## src/rtl/game_pkg.sv

```systemverilog
// Shared game types: status codes, BCD time widths and the saturation value.
// Used by the game FSM, the timer and the display driver.
package game_pkg;

    typedef enum logic [1:0] {
        CHOSE_BOARD  = 2'b00,
        GAMING       = 2'b01,
        GAME_INITIAL = 2'b10,
        WINNED       = 2'b11
    } status_e;

    localparam int BCD_W   = 4;
    localparam int TIME_W  = 16;
    localparam int NUM_DIG = TIME_W / BCD_W;

    // Packed MM:59 for a given minute limit (limit must be 0..99)
    function automatic logic [TIME_W-1:0] sat_bcd(input int max_min);
        return {BCD_W'(max_min / 10), BCD_W'(max_min % 10), 4'd5, 4'd9};
    endfunction

    localparam logic [TIME_W-1:0] MAX_TIME_BCD = sat_bcd(99);

endpackage

```

## src/rtl/game_timer_if.sv

```systemverilog
// Control inputs from the game FSM and display-side outputs of game_timer.
interface game_timer_if;
    import game_pkg::*;

    logic              timer_en;
    status_e           game_status;
    logic [TIME_W-1:0] time_bcd;
    logic              sec_pulse;
    logic              saturated;
    logic [TIME_W-1:0] best_bcd;
    logic              new_record;

    modport master (
        output timer_en, game_status,
        input  time_bcd, sec_pulse, saturated, best_bcd, new_record
    );

    modport slave (
        input  timer_en, game_status,
        output time_bcd, sec_pulse, saturated, best_bcd, new_record
    );
endinterface

```

## src/rtl/game_timer_bcd_digit.sv

```systemverilog
// One BCD digit counting 0..MODULUS-1; carry is combinational so a chain
// of digits ripples a single increment within one clock.
module bcd_digit
    import game_pkg::*;
#(
    parameter int MODULUS = 10
) (
    input  logic             clk_d,
    input  logic             rst,
    input  logic             inc,
    input  logic             clr,
    output logic [BCD_W-1:0] digit,
    output logic             carry
);

    assign carry = inc && (digit == BCD_W'(MODULUS - 1));

    always_ff @(posedge clk_d) begin
        if (rst || clr)
            digit <= '0;
        else if (inc)
            digit <= carry ? '0 : digit + 1'b1;
    end

endmodule

```

## src/rtl/game_timer.sv

```systemverilog
// Elapsed play time in packed BCD MM:SS, cleared on board selection, frozen
// on a win. Define GAME_TIMER_BEST_TIME_EN to keep the best completion time.
module game_timer
    import game_pkg::*;
#(
    parameter int TICKS_PER_SEC = 1000,
    parameter int MAX_MIN       = 99
) (
    input  logic        clk_d,
    input  logic        rst,
    game_timer_if.slave tif
);

    localparam int PW = $clog2(TICKS_PER_SEC);
    localparam logic [PW-1:0]     PRE_LAST = PW'(TICKS_PER_SEC - 1);
    localparam logic [TIME_W-1:0] SAT_VAL  = sat_bcd(MAX_MIN);

    logic [PW-1:0]          prescaler;
    logic [NUM_DIG:0]       carry;
    logic [TIME_W-1:0]      time_q;
    logic                   clr, frozen, saturated, run, tick, sec_pulse_q;

    assign clr       = (tif.game_status == CHOSE_BOARD);
    assign frozen    = (tif.game_status == WINNED);
    assign saturated = (time_q == SAT_VAL);
    assign run       = tif.timer_en && !saturated && !frozen && !clr;
    assign tick      = run && (prescaler == PRE_LAST);

    always_ff @(posedge clk_d) begin
        if (rst || clr)
            prescaler <= '0;
        else if (run)
            prescaler <= tick ? '0 : prescaler + 1'b1;
    end

    always_ff @(posedge clk_d) begin
        if (rst)
            sec_pulse_q <= 1'b0;
        else
            sec_pulse_q <= tick;
    end

    // Ripple chain sec_ones -> sec_tens -> min_ones -> min_tens. A carry out
    // of min_tens cannot occur under saturation; if it did, restart at 00:00.
    assign carry[0] = tick;

    for (genvar i = 0; i < NUM_DIG; i++) begin : g_dig
        bcd_digit #(.MODULUS((i == 1) ? 6 : 10)) u_dig (
            .clk_d (clk_d),
            .rst   (rst),
            .inc   (carry[i]),
            .clr   (clr || carry[NUM_DIG]),
            .digit (time_q[i*BCD_W +: BCD_W]),
            .carry (carry[i+1])
        );
    end

    assign tif.time_bcd  = time_q;
    assign tif.sec_pulse = sec_pulse_q;
    assign tif.saturated = saturated;

`ifdef GAME_TIMER_BEST_TIME_EN
    status_e           status_q;
    logic              record_valid, new_record_q, win_entry;
    logic [TIME_W-1:0] best_q;

    // time_q is already frozen on the entry cycle, so it is the final time
    assign win_entry = frozen && (status_q != WINNED);

    always_ff @(posedge clk_d) begin
        if (rst) begin
            status_q     <= CHOSE_BOARD;
            record_valid <= 1'b0;
            best_q       <= '0;
            new_record_q <= 1'b0;
        end else begin
            status_q     <= tif.game_status;
            new_record_q <= 1'b0;
            if (win_entry && (!record_valid || time_q < best_q)) begin
                best_q       <= time_q;
                record_valid <= 1'b1;
                new_record_q <= 1'b1;
            end
        end
    end

    assign tif.best_bcd   = best_q;
    assign tif.new_record = new_record_q;
`else
    assign tif.best_bcd   = '0;
    assign tif.new_record = 1'b0;
`endif

endmodule
```

## src/flat_wrapper.sv

```systemverilog
// flat-port wrapper written by rule: the top's interface ports become plain ports
module game_timer_flat import game_pkg::*;
#(
    parameter int TICKS_PER_SEC = 1000,
    parameter int MAX_MIN       = 99
)
  (clk_d, rst, tif_timer_en, tif_game_status, tif_time_bcd, tif_sec_pulse, tif_saturated, tif_best_bcd, tif_new_record);
  game_timer_if tif_i ();
  input  logic clk_d;
  input  logic rst;
  input wire logic [$bits(tif_i.timer_en)-1:0] tif_timer_en;
  input wire logic [$bits(tif_i.game_status)-1:0] tif_game_status;
  output wire logic [$bits(tif_i.time_bcd)-1:0] tif_time_bcd;
  output wire logic [$bits(tif_i.sec_pulse)-1:0] tif_sec_pulse;
  output wire logic [$bits(tif_i.saturated)-1:0] tif_saturated;
  output wire logic [$bits(tif_i.best_bcd)-1:0] tif_best_bcd;
  output wire logic [$bits(tif_i.new_record)-1:0] tif_new_record;
  assign tif_i.timer_en = tif_timer_en;
  assign tif_i.game_status = tif_game_status;
  assign tif_time_bcd = tif_i.time_bcd;
  assign tif_sec_pulse = tif_i.sec_pulse;
  assign tif_saturated = tif_i.saturated;
  assign tif_best_bcd = tif_i.best_bcd;
  assign tif_new_record = tif_i.new_record;
  game_timer #(.TICKS_PER_SEC(TICKS_PER_SEC), .MAX_MIN(MAX_MIN)) u_core (.clk_d(clk_d), .rst(rst), .tif(tif_i));
endmodule
```

## config.mk

```make
export PLATFORM = sky130hd
export DESIGN_NAME = game_timer_flat
export DESIGN_NICKNAME = d
export VERILOG_FILES = /design/src/rtl/game_pkg.sv /design/src/rtl/game_timer_if.sv /design/src/rtl/game_timer_bcd_digit.sv /design/src/rtl/game_timer.sv /design/src/flat_wrapper.sv
export SDC_FILE = /design/constraint.sdc
export NUM_CORES = 1
export LEC_CHECK = 0
export BUFFER_PORTS_ARGS = -buffer_cell sky130_fd_sc_hd__buf_4
export CAP_MARGIN = 20
export CORE_UTILIZATION = 53
export CTS_CLUSTER_SIZE = 28
export DETAILED_ROUTE_END_ITERATION = 10
export PLACE_DENSITY = 0.79
export REMOVE_ABC_BUFFERS = 1
export SYNTH_ARGS = -nofsm -noshare
export SYNTH_HDL_FRONTEND = slang
export SYNTH_SLANG_ARGS = --single-unit
export TNS_END_PERCENT = 1
```

## constraint.sdc

```tcl
create_clock -name clk_d -period 2.15 [get_ports clk_d]
set_clock_uncertainty 0.1 [all_clocks]
set_input_delay 0.215 -clock clk_d [delete_from_list [all_inputs] [get_ports clk_d]]
set_output_delay 0.215 -clock clk_d [all_outputs]
set_load 0.05 [all_outputs]
```

==> results.md <==
* Status: finished, final reports clean
* Crit path launch: u_core.g_dig[2].u_dig.digit[1]
* CP max FO at 15
* Crit. End Element: flip-flop
* Final Max Tran Viols at 0
* R2R Path End: u_core.prescaler[9]
* Sum of negative setup slack at 0 ns
* Post-synthesis register bit count at 27
* Largest net degree at the start of global routing at 22
* Reg-to-Reg Start: u_core.g_dig[2].u_dig.digit[1]
* Hold Crit Depth at 3
* Row Count at 19
* Initial Utilization at 57.9%
* Total power at 0.000830 W
* Post-Syn Instances at 195
* Leakage power at between 0.7 and 0.8 nW
* Worst rel slew slack at ~64%
* Global-route usage over all layers at 23.0%
* Hold Vio Cnt, Final at 0
* Clock sinks at 27
* First-pass GRT wire length at 6.13 mm
* Post-synth top flop: dfxtp_1
* Clock Tree Root: clkbuf_4
* Placed insts at 252
* Crit path max-delay family: simple AND/OR/NAND/NOR gates
* TritonRoute pass-1 iters at 4
* Number of global-route vias before repair at 1406
* Post-synth EDFFs at 0
* Setup CP Type: flip-flop to flip-flop
* Reg2reg setup slack at 0.1 ns
* Worst hold start: tif_timer_en
* CP max stage cell: or4_4
* RSZ-0062 raised after global routing: false
* Number of max-cap violations at 0
* Cell taking the most area after synthesis: dfxtp_1
* Maximum VDD drop at 389 uV
* Maximum buffer depth of the clock tree at 2
* Layout cells sized above 1 at 23.6%
* Finished Layout Cells at 262
* N_diodes at 0
* Synth warn at 0
* Routed vias at 1513
* Hold Crit Class: primary input to flip-flop
* CTS tree: yes
* Startpoint types: flip-flop
* Number of filler cells placed in the layout at 259
* Asr flop ratio synth at 0%
* CP Buf/Inv Count at 3
* Final core utilization at 66.0%
* Clock latency on the worst-skew pair at 0.34 ns
* Post-synthesis sequential area ratio at 32.4%
* Area contributors post-synth: dfxtp_1 (32%), buf_4 (7.7%), ha_1 (6.8%)
* DRT iter0 DRCs at 57
* Critical Path RT at 2.34 ns
* GPL Wtd Cong at 0.825
* DRC Markers at 0
* CTS buffer count at 3
* Die Span Y at around 58 um
* Worst Hold End: u_core.prescaler[1]
* Worst path max stage delay at a little over 0.5 ns
* Worst Path Arrival at 2.24 ns
* Post-layout min period at 2.05 ns
* Number of distinct library cells after synthesis at 37
* Vias per cell at between 5 and 6
* H-Tree Level Count at 1
* Nets@finish at 235
* Total gr overflow at 0
* Reg2Reg Depth at 8
* Fmax at 487 MHz
* Die area at between 3000 and 4000 um2
* Power per cell area at 437 nW/um2
* Area Growth Syn to Fin at 14.0%
* Clock Pin Slew Worst Setup and Hold Paths at 0.15 ns
* CORE AREA at 2880 um2
* Post-route ant nets at 0
* I/O pins at 40
* Post-DP HPWL at around 2.5 mm
* Worst Max-Slew Pin Slew at 0.534 ns
* # port buffers at 22
* Drt wl/cell at 14.3 um
* Die Span X at 58.1 um
* Area share of the largest cell type after synthesis at 32.4%
* Initial antenna violation count at 0
* CP Cell Sequence: inv_1 > ha_1 > and3b_2 > nand4_4 > buf_4 > inv_4 > or4_4 > a21oi_2
* Netlist Area Pre-Place at 1670 um2
* Final Setup Violations at 0
* Total wire length at 3.74 mm
* Avg Cell Area, Syn at 8.55 um2
* Final cycle utilization of the critical path at a little over nine tenths
[registers in the layout (all words and copies together), names as in the netlist]
register and cells:
u_core.g_dig.u_dig.digit 16, u_core.tif.sec_pulse 1, u_core.prescaler 10
[report_power, final]
group	leakage (nW)	internal (W)	switching [W]
Sequential	0.223	0.000498	0.00000138
Combinational	0.507	0.0000135	0.0000888
Clock	0.0150	0.0000731	0.000155
Total	0.744	0.000585	0.000245
[worst reg2reg max path, cell delays in order (launching register included)]
cell     delay, ns
dfxtp_4       0.40
inv_1         0.05
ha_1          0.19
and3b_2       0.25
nand4_4       0.15
buf_4         0.15
inv_4         0.07
or4_4         0.51
a21oi_2       0.13
[metrics by stage]
| stage | area, um2 | setup WS (ns) | hold slack (ns) |
|---|---|---|---|
| after CTS | 1860 | 0.0358 | 0.0572 |
| after floorplan | 1550 | -0.145 | 0.194 |
| after global placement | 1790 | 0.207 | 0.301 |
| after global routing | 1900 | 0.0231 | 0.0628 |
| after detailed placement | 1790 | 0.0753 | 0.305 |
| final | 1900 | 0.0957 | 0.0566 |
[layer usage]
metal | track usage, % | up-vias | wire, um
li1 | - | 746 | -
met1 | 28.0 | 712 | 1640
met2 | 39.9 | 47 | 1860
met3 | 5.13 | 8 | 172
met4 | 7.48 | 0 | 65
met5 | 0 | - | 0
[kinds of logic after synthesis]
kind of cell | count (synthesis) | synth area share, %
buffers and inverters | 33 | 12.5
AND/OR/NAND/NOR | 73 | 27.8
XOR/XNOR | 1 | 0.976
flip-flops | 27 | 32.4
other | 1 | 0.225
AO/OA/AOI/OAI | 47 | 16.9
adder cells (fa/ha/maj) | 9 | 6.76
multiplexers | 4 | 2.40
[area by class of cell]
| class | count | area (um2) | area share [%] |
|---|---|---|---|
| multi-input combinational | 151 | 991 | 52.2 |
| sequential | 27 | 558 | 29.4 |
| timing repair buffer | 30 | 231 | 12.2 |
| tap | 42 | 52.6 | 2.77 |
| inverter | 7 | 33.8 | 1.78 |
| clock buffer | 4 | 26.3 | 1.38 |
| timing repair inverter | 1 | 6.26 | 0.329 |
[synth_stat cells, types with 2 or more instances]
master / instances
o21ai_0: 11
ha_1: 9
and3_1: 3
clkbuf_1: 4
buf_4: 17
and3b_1: 4
nand4_1: 6
nand3_1: 5
nor2_1: 6
inv_1: 6
and2_1: 2
buf_2: 3
or3_1: 10
mux2i_1: 4
or4_1: 10
nand3b_1: 6
dfxtp_1: 27
a31oi_1: 2
o41ai_1: 2
o31ai_1: 9
o311ai_0: 2
buf_6: 2
nand2_1: 10
a21oi_1: 19
nor3_1: 4
[how the worst max path moves through the flow]
stage                     endpoint  slack [ns]  cells past startpoint
2_1_floorplan  u_core.prescaler[3]       -0.14                      7
3_3_place_gp   u_core.prescaler[7]        0.21                      7
3_5_place_dp   u_core.prescaler[7]        0.08                      7
4_1_cts              tif_saturated        0.04                      6
5_1_grt        u_core.prescaler[9]        0.02                      8
6_report       u_core.prescaler[9]         0.1                      8
[cells in the final DEF, fill, tap and decap left out, types with 3 or more instances in the layout]
cell type / n
nand4_1: 6
dfxtp_2: 5
and3b_2: 3
or3_1: 10
a21oi_1: 18
o21ai_0: 11
buf_4: 28
conb_1: 17
nor3_1: 4
nand3b_1: 6
and3_1: 3
nor2_1: 6
o31ai_1: 9
dfxtp_4: 3
or4_1: 9
ha_1: 8
inv_1: 6
clkbuf_4: 3
nand2_1: 10
nand3_1: 5
dfxtp_1: 19
mux2i_1: 4
[timing repair]
item / 4_1_cts / 5_1_grt
setup buffers: 3 / 1
hold buffers: 1 / 0
setup endpoints to repair: 1 / 3
endpoints found under the hold margin: 1 / 0
cloned: 1 / 0
pin swaps: 1 / 1
gates resized for setup: 4 / 16
Power figures use the tool's default switching activity.
